<file path="config.mk">
export PLATFORM = sky130hd
export DESIGN_NAME = pc_unit
export DESIGN_NICKNAME = d
export VERILOG_FILES = /design/src/rtl/pc_unit.sv
export SDC_FILE = /design/constraint.sdc
export NUM_CORES = 1
export LEC_CHECK = 0
export CORE_MARGIN = 1
export CORE_UTILIZATION = 45
export DETAILED_ROUTE_END_ITERATION = 6
export PLACE_DENSITY = 0.74
export SYNTH_ARGS = -nofsm -noshare
export SYNTH_HDL_FRONTEND = slang
export SYNTH_SLANG_ARGS = --single-unit
</file>
<file path="constraint.sdc">
create_clock -name clk -period 3.7 [get_ports clk]
set_input_delay 0.74 -clock clk [delete_from_list [all_inputs] [get_ports clk]]
set_output_delay 0.74 -clock clk [all_outputs]
set_load 0.05 [all_outputs]
</file>
<file path="src/rtl/pc_unit.sv">
// -----------------------------------------------------------------------------
// pc_unit -- program counter and next-PC stage for the single-cycle RV32I core.
//
// Holds the PC of the instruction in execution, picks the next PC from the
// decode flags (JAL / JALR / taken branch / sequential), stalls while the
// instruction memory is not ready, and runs the RUN/HALTED/FAULT machine that
// ends simulation on a halting ECALL (x17 == 10) or on a misaligned target.
// A retired-instruction counter is kept alongside for the testbench.
//
// Ports
//   clk          in   1      core clock, rising edge
//   reset        in   1      synchronous active-high reset (wins over all)
//   is_jal       in   1      decode: JAL
//   is_jalr      in   1      decode: JALR
//   branch       in   1      decode: conditional branch
//   bcond        in   1      ALU branch condition (valid when branch=1)
//   is_ecall     in   1      decode: ECALL
//   x17_is_10    in   1      x17 == 10 (halt request)
//   imm          in   32     sign-extended immediate
//   rs1_data     in   32     rs1 read data (JALR base)
//   imem_ready   in   1      instruction memory holds a valid inst for current_pc
//   current_pc   out  32     PC of the instruction in execution
//   pc_plus4     out  32     current_pc + 4, combinational
//   retire       out  1      instruction completes this cycle, combinational
//   is_halted    out  1      registered, 1 in HALTED or FAULT
//   fault        out  1      registered, 1 only in FAULT
//   retired_cnt  out  CNT_W  retired-instruction count, wraps
// -----------------------------------------------------------------------------
module pc_unit #(
  parameter logic [31:0] RESET_PC = 32'h0000_0000,
  parameter int          CNT_W    = 32
) (
  input  logic             clk,
  input  logic             reset,
  input  logic             is_jal,
  input  logic             is_jalr,
  input  logic             branch,
  input  logic             bcond,
  input  logic             is_ecall,
  input  logic             x17_is_10,
  input  logic [31:0]      imm,
  input  logic [31:0]      rs1_data,
  input  logic             imem_ready,
  output logic [31:0]      current_pc,
  output logic [31:0]      pc_plus4,
  output logic             retire,
  output logic             is_halted,
  output logic             fault,
  output logic [CNT_W-1:0] retired_cnt
);

  typedef enum logic [1:0] {
    ST_RUN    = 2'd0,
    ST_HALTED = 2'd1,
    ST_FAULT  = 2'd2
  } state_e;

  state_e           state_q, state_d;
  logic [31:0]      pc_q, pc_d;
  logic [CNT_W-1:0] cnt_q, cnt_d;
  logic [31:0]      target;

  assign pc_plus4 = pc_q + 32'd4;
  assign retire   = (state_q == ST_RUN) && imem_ready;

  // Next-PC selection; decode guarantees the flags are one-hot, the if-chain
  // still encodes the priority so a decode bug cannot produce an X mix.
  always_comb begin
    if (is_jal) begin
      target = pc_q + imm;
    end else if (is_jalr) begin
      target = (rs1_data + imm) & 32'hFFFF_FFFE;
    end else if (branch && bcond) begin
      target = pc_q + imm;
    end else begin
      target = pc_plus4;
    end
  end

  always_comb begin
    // NOTE: every signal driven here gets a default first, so no path can leave
    // one unassigned and infer a latch.
    state_d = state_q;
    pc_d    = pc_q;
    cnt_d   = cnt_q;
    if (retire) begin
      // Halting ECALL and faulting instruction still count as retired.
      cnt_d = cnt_q + CNT_W'(1);
      if (is_ecall && x17_is_10) begin
        state_d = ST_HALTED;          // PC stays on the ECALL
      end else if (target[1:0] != 2'b00) begin
        state_d = ST_FAULT;           // PC stays on the faulting instruction
      end else begin
        pc_d = target;
      end
    end
  end

  // NOTE: state registers use non-blocking assignments so every flop samples
  // the pre-edge values regardless of process evaluation order.
  always_ff @(posedge clk) begin
    if (reset) begin
      state_q <= ST_RUN;
      pc_q    <= RESET_PC;
      cnt_q   <= '0;
    end else begin
      state_q <= state_d;
      pc_q    <= pc_d;
      cnt_q   <= cnt_d;
    end
  end

  assign current_pc  = pc_q;
  assign is_halted   = (state_q != ST_RUN);
  assign fault       = (state_q == ST_FAULT);
  assign retired_cnt = cnt_q;

endmodule
</file>
==> results.toml, run 1 <==
[setup_path]
crit_chain = "and3_1 > and4_4 > nand3_4 > nor2_1 > xor2_1 > clkdlybuf4s50_1"
reg2reg_from = "current_pc[0]"
worst-path-buf-inv = 1
critPathSlowestCell = "clkdlybuf4s50_1"
cp_max_fo = 7
rr_worst_depth = 10
reg2reg_to = "current_pc[26]"
critPathArrivalTime_ps = 2730
start_kind = "register"
end_kind = "output pin"
crit_path_max_incr_delay_ps = 850
ff2ff_setup_slack_ps = 880
required_ps = 2960
path_class = "reg -> out"
critPathTopFamily = "simple AND/OR/NAND/NOR gates"

[clock_tree]
ctsHoldBuffers = 0
root_buffer = "clkbuf_16"
ctsResizeCount = 0
clk_latency_ps = 350
cts_sinks = 66
clk_path_buf_depth = 2
cts_tree = "done"
cts_setup_buffers = 0
cts.htree.levels = 3
cts.reportedPaths.clkPinSlew_ps = 50
cts_made_buffers = 9

[logic_synthesis]
async_flop_share = 0
syn_nets = 1070
syn-mean-instance-area_sq_um = 7.594
ys.flop_type = "dfxtp_1"
synth_cells = 932
syn_area_sq_um = 7078
synthTopCellsByArea = "dfxtp_1, ha_1, xnor2_1"
synth_largest_area_cell = "dfxtp_1"
synth_edf_count = 0
yosysTopAreaCellShare = 0.1867
ys_warn_count = 0
synth_seq_cells = 66
synth_cell_types = 82
synth_seq_area_share = 0.1867

[worst_hold_path]
whs_endpoint = "retired_cnt[17]"
worst_hold_path_type = "reg -> reg"
worstHoldStart = "retired_cnt[17]"
hold_path_depth = 2

[floorplanning]
die_w_um = 127.4
ioPinCount = 172
dieArea_sq_um = 16230
coreArea_sq_um = 15260
start_util = 0.4639
fp.dieH_um = 127.4
row_count = 45

[power_and_ir_drop]
p_leak_nw = 3.921
vdd_drop_max_v = 0.0002149
powerDensity_nw_per_um2 = 313.5

[sta]
setup-violations-final = 0
hold_viol = 0
clock_skew_ps = 12.47
rsz0062_at_grt = "false"
relSlewSlack = 0.5672
drv_slew = 0
hold_ws_ps = 509.5
tns_ps = 0
tightest_slew_ps = 649.2
period_share = 0.9367
fmax_mhz = 288.5
fin_crit_ps = 3466

[drt]
viasPerCell = 6.001
wl_um = 24810
final_antenna_net_count = 0
route.detailed.drc = 0
dr.pass1.iters = 5
vias = 8047
wl_per_cell_um = 18.50
drtIter0Drc = 779

[cells_and_area]
diodes = 0
fin_area_sq_um = 9582
nets = 1263
nFillCells = 1383
area_growth_pct = 35.37
drive_above_1_share = 0.1035

[global_routing]
grt-ovfl-total = 0
grt_antenna_before_repair = 0
grt_pass1_vias = 7342
grt_max_degree = 30
grt_usage = 0.3027
grt_pass1_wl_um = 38740

[placement]
placed_cell_area_sq_um = 9238
portBuffers = 171
finalWeightedCongestion = 0.9812
dp_hpwl_um = 19470

[status]
status = "complete, no violations"

[job]
maxCapViolCount = 0
==> cell usage after synthesis, types with 4 or more instances <==
cell type,n
and2_1,11
a221oi_1,4
o21a_1,13
a31oi_1,9
o22ai_1,5
nand3_1,40
nor2_1,86
xor2_1,45
nand4_1,22
ha_1,63
nand2_1,77
o21ai_1,5
nor2b_1,17
a211oi_1,12
dfxtp_1,66
o221ai_1,15
a21o_1,22
nor3_1,15
nand2b_1,8
and4_1,10
inv_1,18
nor4_1,5
a211o_1,6
a21oi_2,4
o21ai_0,42
buf_2,4
o31ai_1,12
clkbuf_1,28
a21oi_1,84
and3_1,18
buf_1,5
mux2i_1,7
o21bai_1,13
xnor2_1,54
o211ai_1,8
or3_1,7
==> layout by cell type (no fill, tap or decap), types with 9 or more instances in the layout <==
| master | instances |
|---|---|
| xor2_1 | 45 |
| buf_4 | 65 |
| nor2_1 | 86 |
| o221ai_1 | 15 |
| and4_1 | 10 |
| a211oi_1 | 12 |
| ha_1 | 63 |
| inv_1 | 18 |
| nor3_1 | 15 |
| clkdlybuf4s50_1 | 154 |
| dfxtp_1 | 66 |
| o31ai_1 | 12 |
| a21o_1 | 22 |
| a31oi_1 | 9 |
| and2_1 | 11 |
| nand4_1 | 22 |
| and3_1 | 18 |
| nor2b_1 | 17 |
| nand3_1 | 40 |
| clkbuf_16 | 9 |
| nand2_1 | 77 |
| o21bai_1 | 13 |
| xnor2_1 | 54 |
| o21a_1 | 13 |
| o21ai_0 | 42 |
| a21oi_1 | 84 |
==> worst register-to-register path, delay by kind of cell, from the launching register on <==
kind,cells,cell delay (ps)
adders and majority gates,2,650
DFF,1,350
muxes,1,200
AOI/OAI and AO/OA,7,1550
==> metrics by stage <==
stage | total power, mW | std cells | setup slack (ps) | utilization
after detailed placement | 1.976 | 1325 | -44.41 | 0.6054
after global routing | 3.124 | 1341 | 74.15 | 0.6280
after floorplan | 1.559 | 932 | 288.5 | -
final | 3.003 | 1341 | 234.4 | 0.6280
after global placement | 1.969 | 1325 | 9.398 | 0.6054
after CTS | 2.986 | 1341 | 227.0 | 0.6280
==> cells by family (layout without fill, tap and decap cells) <==
group	count (synthesis)	count (layout)	share of synthesized area
buffers and inverters	58	256	0.03252
multiplexers	8	8	0.01149
AO/OA/AOI/OAI	296	296	0.2821
flip-flops	66	66	0.1867
XOR/XNOR	99	99	0.1225
adder cells (fa/ha/maj)	65	65	0.1170
AND/OR/NAND/NOR	340	340	0.2477
==> sequential cells by signal, summed over array words and instances (netlist names) <==
register	flops
current_pc	32
retired_cnt	32
state_q	2
==> worst max path at each step <==
| stage | from | to | cells past startpoint |
|---|---|---|---|
| floorplan | current_pc[4] | pc_plus4[27] | 7 |
| global placement | imm[0] | current_pc[18] | 12 |
| detailed placement | imm[0] | current_pc[18] | 12 |
| CTS | current_pc[4] | pc_plus4[15] | 6 |
| global route | current_pc[4] | pc_plus4[15] | 6 |
| finish | current_pc[4] | pc_plus4[15] | 6 |
==> area by class of cell <==
class	count	area, sq um	share of cell area
Multi-Input combinational cell	808	5527	0.5768
Timing Repair Buffer	221	2054	0.2144
Sequential cell	66	1321	0.1379
Tap cell	211	264.0	0.02755
Clock buffer	10	229.0	0.02390
Clock inverter	6	115.1	0.01201
Inverter	19	71.32	0.007443
==> where the power goes <==
group / switching [mW] / leakage (nW) / internal [mW]
logic: 0.712 / 3.22 / 0.487
clock network: 0.355 / 0.163 / 0.661
registers: 0.0504 / 0.535 / 0.738
total: 1.12 / 3.92 / 1.89
==> routing by layer <==
layer / routed length, um / share of wire / GRT usage / up-vias
met1: 11070 / 0.45 / 0.4134 / 3752
met4: 600 / 0.024 / 0.1099 / 0
li1: - / - / - / 3860
met3: 1884 / 0.076 / 0.03894 / 51
met2: 11250 / 0.45 / 0.4870 / 384
met5: 0 / 0 / 0 / -
No activity file was read; power rests on OpenSTA's default activity.
==> run 2, diff against run 1 <==
--- a/config.mk
+++ b/config.mk
@@ -8,6 +8,7 @@
 export CORE_MARGIN = 1
 export CORE_UTILIZATION = 45
 export DETAILED_ROUTE_END_ITERATION = 6
+export MAX_ROUTING_LAYER = met4
 export PLACE_DENSITY = 0.74
 export SYNTH_ARGS = -nofsm -noshare
 export SYNTH_HDL_FRONTEND = slang
==> run 2 against run 1 <==
  * Sequential power about the same
  * Global-route usage up 0.93 points
  * Count of clock-buffer cells in the layout unchanged
  * Critical path depth unchanged
  * Clock skew down 4.3 ps
  * Cell count down 0.52%
  * Non-clock buffer count down 7
  * Final area down 0.69%
  * Combinational power about the same
  * Clock power about the same
  * Critical path type unchanged
==> results.toml, run 2 (synthesized netlist as in run 1, its figures left out) <==
[status]
status = "complete, no violations"

[worst_hold_path]
worstHoldStart = "state_q[0]"
hold_path_depth = 2
worst_hold_path_type = "reg -> reg"
whs_endpoint = "state_q[0]"

[cells_and_area]
area_growth_pct = 34.44
final_cell_mix = "clkdlybuf4s50_1, nor2_1, a21oi_1"
nets = 1256
fin_area_sq_um = 9515
mostFrequentLayoutCell = "clkdlybuf4s50_1"
drive_above_1_share = 0.09795
diodes = 0

[clock_tree]
cts.reportedPaths.clkPinSlew_ps = 60
clk_path_buf_depth = 2
ctsResizeCount = 0
cts.htree.levels = 3
cts_tree = "done"
cts_sinks = 66
cts_setup_buffers = 0
ctsHoldBuffers = 0
clk_latency_ps = 340
cts_made_buffers = 9
root_buffer = "clkbuf_16"

[sta]
rsz0062_at_grt = "false"
hold_viol = 0
drv_slew = 0
setup-violations-final = 0
relSlewSlack = 0.5633
fmax_mhz = 288.9
clock_skew_ps = 8.204
period_share = 0.9354
tns_ps = 0
tightest_slew_ps = 649.0
fin_crit_ps = 3461

[setup_path]
end_kind = "output pin"
start_kind = "register"
reg2reg_from = "current_pc[0]"
required_ps = 2960
cp_max_fo = 7
critPathArrivalTime_ps = 2720
reg2reg_to = "current_pc[18]"
ff2ff_setup_slack_ps = 870
rr_worst_depth = 10
path_class = "reg -> out"

[drt]
dr.pass1.iters = 5
vias = 7935
wl_per_cell_um = 18.46
viasPerCell = 5.948
wl_um = 24630
drtIter0Drc = 794
final_antenna_net_count = 0
route.detailed.drc = 0

[placement]
finalWeightedCongestion = 0.9614
dp_hpwl_um = 19350
portBuffers = 171
placed_cell_area_sq_um = 9173

[floorplanning]
ioPinCount = 172
dieArea_sq_um = 16230
die_w_um = 127.4
coreArea_sq_um = 15260
start_util = 0.4639
fp.dieH_um = 127.4
row_count = 45

[power_and_ir_drop]
combPwrFrac = 0.397
seqPwrFrac = 0.263
internal-power_mw = 1.876
vdd_drop_max_v = 0.0002576
switchingPower_mw = 1.116
powerDensity_nw_per_um2 = 314.5
p_leak_nw = 3.882
switching_share = 0.3729
p_clk_frac = 0.340

[global_routing]
grt_max_degree = 49
grt_usage = 0.3121
grt_antenna_before_repair = 0
grt_pass1_wl_um = 38790
grt_pass1_vias = 7332
grt-ovfl-total = 0

[job]
maxCapViolCount = 0
## run 2: changes by cell type in the layout (fill, tap and decap cells not counted), sizes merged
cell,delta
buf,-7
inv,+1
clkinv,-2
clkinvlp,+1
## run 2: layer usage
layer  share of wire  global-route usage
met5               0                   -
met2            0.44              0.4767
met3           0.078             0.04774
met4           0.027              0.1078
met1            0.45              0.4177
## run 2: through the flow
step,setup slack [ps],util,hold slack [ps],cells,power (mW)
detailed placement,1.069,0.6011,502.0,1318,1.964
floorplan,288.5,-,466.7,932,1.559
global placement,41.38,0.6011,487.6,1318,1.963
global route,102.5,0.6236,560.3,1334,3.120
CTS,251.5,0.6236,516.5,1334,2.977
finish,239.0,0.6236,515.9,1334,2.992
## run 2: how the worst max path moves through the flow
stage,start,endpoint,slack (ps)
finish,current_pc[5],pc_plus4[15],240
global route,imm[0],current_pc[20],100
CTS,current_pc[5],pc_plus4[15],250
detailed placement,imm[1],current_pc[18],1
global placement,imm[1],current_pc[30],40
floorplan,current_pc[4],pc_plus4[27],290
## run 2: cell type report
type / instances / area, sq um
clock buffers: 10 / 229.0
clock inverters: 6 / 113.9
fillers: 1413 / 5743
inverters: 19 / 71.32
multi-input cells: 808 / 5527
flip-flops and latches: 66 / 1321
well taps: 211 / 264.0
repair buffers: 214 / 1989
## run 2: power by group through the flow
stage	Combinational (mW)	Clock [mW]	Sequential (mW)
global placement	1.16	0	0.802
CTS	1.17	1.02	0.786
global route	1.27	1.06	0.792
finish	1.19	1.02	0.787
detailed placement	1.16	0	0.801
floorplan	0.681	0	0.879
## run 2: critical path: stages (launching register included)
cell             delay, ps
dfxtp_1                440
and3_1                 210
and4_4                 290
nand3_4                170
nor2_1                 180
xor2_1                 240
clkdlybuf4s50_1        850
==> run 3, diff against run 2 <==
--- a/config.mk
+++ b/config.mk
@@ -5,6 +5,7 @@
 export SDC_FILE = /design/constraint.sdc
 export NUM_CORES = 1
 export LEC_CHECK = 0
+export CAP_MARGIN = 0
 export CORE_MARGIN = 1
 export CORE_UTILIZATION = 45
 export DETAILED_ROUTE_END_ITERATION = 6
==> results of run 3 <==
Same layout as run 2: the final DEF is identical, and so are final timing and power.
